$ cat config.mk
export PLATFORM = sky130hd
export DESIGN_NAME = mux8_1_arb
export DESIGN_NICKNAME = d
export VERILOG_FILES = /design/src/rtl/mux8_pkg.sv /design/src/rtl/rr_arb8.sv /design/src/rtl/mux8_1_arb.sv
export SDC_FILE = /design/constraint.sdc
export NUM_CORES = 1
export LEC_CHECK = 0
export ABC_CLOCK_PERIOD_IN_PS = 3050
export BUFFER_PORTS_ARGS = -buffer_cell sky130_fd_sc_hd__buf_2
export CORE_ASPECT_RATIO = 0.7
export CORE_UTILIZATION = 28
export DETAILED_ROUTE_END_ITERATION = 8
export GPL_ROUTABILITY_DRIVEN = 1
export PLACE_DENSITY = 0.61
export SYNTH_ARGS = -nofsm -noshare
export SYNTH_HDL_FRONTEND = slang
export SYNTH_SLANG_ARGS = --single-unit
$ cat constraint.sdc
create_clock -name clk -period 3.05 [get_ports clk]
set_input_delay 0.1525 -clock clk [delete_from_list [all_inputs] [get_ports clk]]
set_output_delay 0.1525 -clock clk [all_outputs]
set_load 0.05 [all_outputs]
$ cat src/rtl/mux8_pkg.sv
// Shared lane constants and the lane-index type for the 8:1 gather mux and its arbiter.
package mux8_pkg;

  localparam int NUM_LANES = 8;
  localparam int SEL_W     = 3;

  typedef logic [SEL_W-1:0] sel_t;

  function automatic logic [NUM_LANES-1:0] sel_onehot(input sel_t s);
    return NUM_LANES'(1) << s;
  endfunction

endpackage

$ cat src/rtl/rr_arb8.sv
// 8-lane arbiter. Round-robin from pointer p when MUX8_RR_EN is defined,
// otherwise fixed priority with the lowest index winning.
module rr_arb8
  import mux8_pkg::*;
(
  input  logic                 clk,
  input  logic                 rst,
  input  logic [NUM_LANES-1:0] req,
  input  logic                 en,
  output logic [NUM_LANES-1:0] grant,
  output sel_t                 idx
);

  logic found;
  sel_t pick;

`ifdef MUX8_RR_EN
  sel_t p;
  sel_t cand;

  // Search p, p+1, ... with natural 3-bit wrap from 7 back to 0.
  always_comb begin
    found = 1'b0;
    pick  = '0;
    cand  = '0;
    for (int k = 0; k < NUM_LANES; k++) begin
      cand = p + sel_t'(k);
      if (!found && req[cand]) begin
        found = 1'b1;
        pick  = cand;
      end
    end
  end

  always_ff @(posedge clk) begin
    if (rst) begin
      p <= '0;
    end else if (en && found) begin
      p <= pick + sel_t'(1);
    end
  end
`else
  logic unused_clk_rst;
  assign unused_clk_rst = clk ^ rst;

  always_comb begin
    found = 1'b0;
    pick  = '0;
    for (int k = 0; k < NUM_LANES; k++) begin
      if (!found && req[k]) begin
        found = 1'b1;
        pick  = sel_t'(k);
      end
    end
  end
`endif

  always_comb begin
    grant = (en && found) ? sel_onehot(pick) : '0;
    idx   = pick;
  end

endmodule

$ cat src/rtl/mux8_1_arb.sv
// 8:1 arbitrated gather mux with a single registered output slot.
// Arbitration mode is selected by the MUX8_RR_EN macro inside rr_arb8.
module mux8_1_arb
  import mux8_pkg::*;
#(
  parameter int DW = 8
) (
  input  logic                    clk,
  input  logic                    rst,
  input  logic [NUM_LANES-1:0]    in_valid,
  input  logic [NUM_LANES*DW-1:0] in_data,
  output logic [NUM_LANES-1:0]    in_ready,
  output logic                    out_valid,
  output logic [DW-1:0]           out_data,
  output logic [SEL_W-1:0]        out_sel,
  input  logic                    out_ready
);

  // Handshake: a word moves on a side when valid and ready are both high at a
  // rising edge; valid never waits on ready, and in_ready is the grant itself.
  logic                 slot_free;
  logic                 accept_en;
  logic [NUM_LANES-1:0] grant;
  sel_t                 grant_idx;
  logic                 take;
  logic [DW-1:0]        sel_data;

  assign slot_free = ~out_valid | out_ready;
  assign accept_en = slot_free & ~rst;

  rr_arb8 u_arb (
    .clk   (clk),
    .rst   (rst),
    .req   (in_valid),
    .en    (accept_en),
    .grant (grant),
    .idx   (grant_idx)
  );

  assign take     = |grant;
  assign in_ready = grant;
  assign sel_data = in_data[grant_idx*DW +: DW];

  // A load and a drain in the same cycle simply reload, so there is no bubble.
  always_ff @(posedge clk) begin
    if (rst) begin
      out_valid <= 1'b0;
      out_data  <= '0;
      out_sel   <= '0;
    end else if (take) begin
      out_valid <= 1'b1;
      out_data  <= sel_data;
      out_sel   <= grant_idx;
    end else if (out_ready) begin
      out_valid <= 1'b0;
    end
  end

endmodule
# After elaboration in Yosys (flattened, before gate mapping)
# Cells that the tools add are included.
# W data, S select, Z words.
dict set report classes {
  n_mux 18
  bitwise 4
  shifts 2
  reduce_logical 17
}
# op count
set ops {}
lappend ops {{$shiftx A64 B7 Y8} 1}
lappend ops {{$mux W3} 4}
lappend ops {{$mux W1} 11}
lappend ops {{$logic_and A1 B1 Y1} 8}
lappend ops {{$mux W8} 1}
lappend ops {{$reduce_or A8 Y1} 1}
lappend ops {{$shl A1 B3 Y8 const A} 1}
lappend ops {{$logic_not A1 Y1} 7}
lappend ops {{$mux W2} 2}
lappend ops {{$not A1 Y1} 2}
lappend ops {{$reduce_bool A2 Y1} 1}
lappend ops {{$and A1 B1 Y1} 1}
lappend ops {{$or A1 B1 Y1} 1}
dict set report totals {
  inputBits 75
  wordCells 44
  register_bits 12
}

# Logic depth before layout (Yosys ltp)
dict set report logic_depth {
  ltp_word 26
  mapped_depth 8
  mapped_depth_nobuf 6
}

# By module
# A second synthesis with hierarchy kept.
dict set report unflattened {
  hier_cells 100
  area_unflattened_um2 1158.6
}
# mod area_each_um2 n_inst cells_per_inst seq_area_each_um2
set modules_own_cells {}
lappend modules_own_cells {mux8_1_arb 974.7 1 77 240.2}
lappend modules_own_cells {rr_arb8 183.9 1 23 0.0}

# Worst setup path after synthesis
# OpenSTA, ideal clock, no wires.
dict set report synth_timing {
  path_type {register -> output}
  from {register out_valid}
  to {output in_ready[4]}
  path_stages_with_launch 6
  arrival_time_ps 2227
  n_path_buf 1
  path_slack_ps 670
  path_cell_list {dfxtp_1 -> nand2b_1 -> nor2b_1 -> clkbuf_1 -> nand3_1 -> nor3_1}
}
dict set report synth_via {
  elab_chain_len 5
}
# element line
set synth_rtl {}
lappend synth_rtl {{from (decl)} mux8_1_arb.sv:13} ;# output logic out_valid,
lappend synth_rtl {{from (signal assigned)} mux8_1_arb.sv:47} ;# out_valid <= 1'b0;
lappend synth_rtl {{from (signal assigned)} mux8_1_arb.sv:51} ;# out_valid <= 1'b1;
lappend synth_rtl {{from (signal assigned)} mux8_1_arb.sv:55} ;# out_valid <= 1'b0;
lappend synth_rtl {{$not A1 Y1} mux8_1_arb.sv:28} ;# assign slot_free = ~out_valid | out_ready;
lappend synth_rtl {{$or A1 B1 Y1} mux8_1_arb.sv:28}
lappend synth_rtl {{$and A1 B1 Y1} mux8_1_arb.sv:29} ;# assign accept_en = slot_free & ~rst;
lappend synth_rtl {{$logic_and A1 B1 Y1} rr_arb8.sv:59} ;# grant = (en && found) ? sel_onehot(pick) : '0;
lappend synth_rtl {{$mux W8} rr_arb8.sv:59}
lappend synth_rtl {{to (decl)} mux8_1_arb.sv:12} ;# output logic [NUM_LANES-1:0] in_ready,
# Every way passes these cells.

# Worst setup path in the final report
dict set report layout_timing {
  from {register out_valid}
  to {output in_ready[6]}
}
# Same word-level chain as after synthesis.

==> impl_metrics.tcl <==
set metrics [dict create \
    slew_headroom_pct 33.5 \
    grt_first_pass_wirelength_um 6100 \
    final_cells 286 \
    grt_setup_unrepaired "no" \
    area_delta_synth_final_pct 45.4 \
    yosysSeqAreaShare_pct 20.0 \
    vias_per_cell 4.83 \
    antenna_left 0 \
    final_common_cell "buf_2" \
    timing.final.crit_share_pct 70.1 \
    nFillCells 436 \
    yosys_warnings 0 \
    critPathLaunchType "flip-flop" \
    grt_pass1_vias 1273 \
    antenna_found_initial 0 \
    post_cts_buffers 0 \
    layout-drive-gt1-share_pct 49.1 \
    setup_viol 0 \
    synthCells 142 \
    dr_total_vias 1381 \
    die_h_um 56.8 \
    yosys.area.top_type "dfxtp_1" \
    clockBufferDepth 2 \
    power_density_nw_per_um2 308 \
    status "complete, no violations" \
    drtPass1Iterations 4 \
    worst_setup_path_end_kind "output port" \
    post_cts_resized 0 \
    dpl.cell_count 283 \
    synth_top_area_share_pct 20.0 \
    tns_ps 0 \
    cts-hold-fix-buffers 0 \
    crit_arrival_ps 1990 \
    root_buffer "clkbuf_8" \
    clk_latency_ps 230 \
    fin_nets 311 \
    start_util_pct 29.9 \
    cellLeakagePower_nw 0.780 \
    hpwl_um 3130 \
    syn_avg_cell_area_um2 8.45 \
    cts_buffers 3 \
    finalHoldViolCount 0 \
    hp-start "rst" \
    grt_usage_pct 17.6 \
    drt_wl_total_um 3860 \
    die_x_um 80.2 \
    synth_nets 217 \
    synth_area_leaders "dfxtp_1 20%, mux2i_1 13%, nor2b_1 9.9%" \
    routabilityCongestion 0.803 \
    cts_tree "built" \
    drt_iter0_drc 26 \
    max-vdd-ir-drop_mv 0.143 \
    fmax_ghz 0.468 \
    fin_skew_ps 1.98 \
    insertedDiodeCount 0 \
    htree_levels 1 \
    cts.clk_slew.worst_paths_ps 50 \
    pin_count 95 \
    syn-cell-area_um2 1200 \
    cap_viol_max_count 0 \
    rows 19 \
    grt_overflow 0 \
    startpoint "out_valid" \
    worst_pin_slew_ps 990 \
    hold_class "in -> reg" \
    dpl_worst_slack_ps 794 \
    r2r-start "out_valid" \
    crit_type "reg -> out" \
    wl_per_cell_um 13.5 \
    setup_ws_ps 912 \
    design.core.area_um2 4020 \
    crit_required_ps 2900 \
    ys_seq_elements 12 \
    drc_errors 0 \
    grt_max_degree 20 \
    critPathMaxFanout 9 \
    drv_slew 0 \
    io_buffers 94 \
    cts.sinks 12 \
    fin_crit_ps 2140 \
    final_cell_mix "94 x buf_2, 19 x nor2b_1, 16 x mux2i_1" \
    dieArea_um2 4560 \
    ys_types 37 \
]
[per-stage QoR]
stage / util [%] / hold WS (ps) / area [um2] / power [mW]
3_5_place_dp: 42.4 / 478 / 1700 / 0.405
6_report: 43.4 / 260 / 1740 / 0.536
4_1_cts: 43.4 / 255 / 1740 / 0.544
5_1_grt: 43.4 / 289 / 1740 / 0.574
3_3_place_gp: 42.4 / 472 / 1700 / 0.403
2_1_floorplan: - / 225 / 1200 / 0.321
[power by group]
group / internal, mW / switching, mW
Clock: 0.0864 / 0.0501
Combinational: 0.0910 / 0.134
Sequential: 0.169 / 0.00639
Total: 0.346 / 0.190
[layout make-up]
class / count / area (um2) / share of cell area [%]
timing repair buffer: 98 / 500 / 28.7
multi-input combinational: 119 / 890 / 51.0
sequential: 12 / 240 / 13.8
tap: 52 / 65.1 / 3.73
clock buffer: 3 / 41.3 / 2.37
inverter: 2 / 7.51 / 0.430
[synth_stat cells (all sizes together)]
library cell  number
clkbuf             5
and3               1
buf                4
nor4b              1
a31oi              8
a221oi             1
nand3              1
o31ai              1
and2               4
o2bb2ai           16
a41oi              1
dfxtp             12
a311oi             1
nor2b             19
o21ai             19
nand2             10
mux2i             16
or2b               1
nand2b             1
o211ai             1
o31a               1
a211oi             1
o22ai              1
inv                2
nor4               2
nor3               2
nor2               9
nor3b              1
[sequential cells by signal, summed over array words and instances (netlist names)]
signal / cells
out_data: 8
out_valid: 1
out_sel: 3
[per-layer routing]
metal | part of all wire [%] | vias to the layer above | track usage, %
li1 | - | 716 | -
met1 | 52 | 602 | 27.4
met2 | 39 | 61 | 24.8
met3 | 8.7 | 2 | 3.74
met4 | 0.44 | 0 | 2.30
met5 | 0 | - | 0
[critical path: stages, from the launching register on]
cell and delay [ps]:
dfxtp_1 300, nand2b_1 90, nor2b_1 490, and3_1 440, and2_1 170, buf_2 260
[path summary, 6_finish.rpt]
check	endpoint	slack, ps	cells past startpoint
worst max-delay path	in_ready[6]	910	5
worst min-delay path	out_sel[0]	260	2
worst max register to register	out_data[3]	1240	5
worst min register to register	out_data[4]	480	2
[kinds of logic (layout without fill, tap and decap cells)]
kind of cell,after synthesis,count (layout),share of synthesized area [%]
multiplexers,16,16,13.3
AND/OR/NAND/NOR,52,52,25.2
flip-flops,12,12,20.0
buffers and inverters,11,103,6.78
AO/OA/AOI/OAI,51,51,34.6
Note: power is estimated with default switching activity, not from simulation.
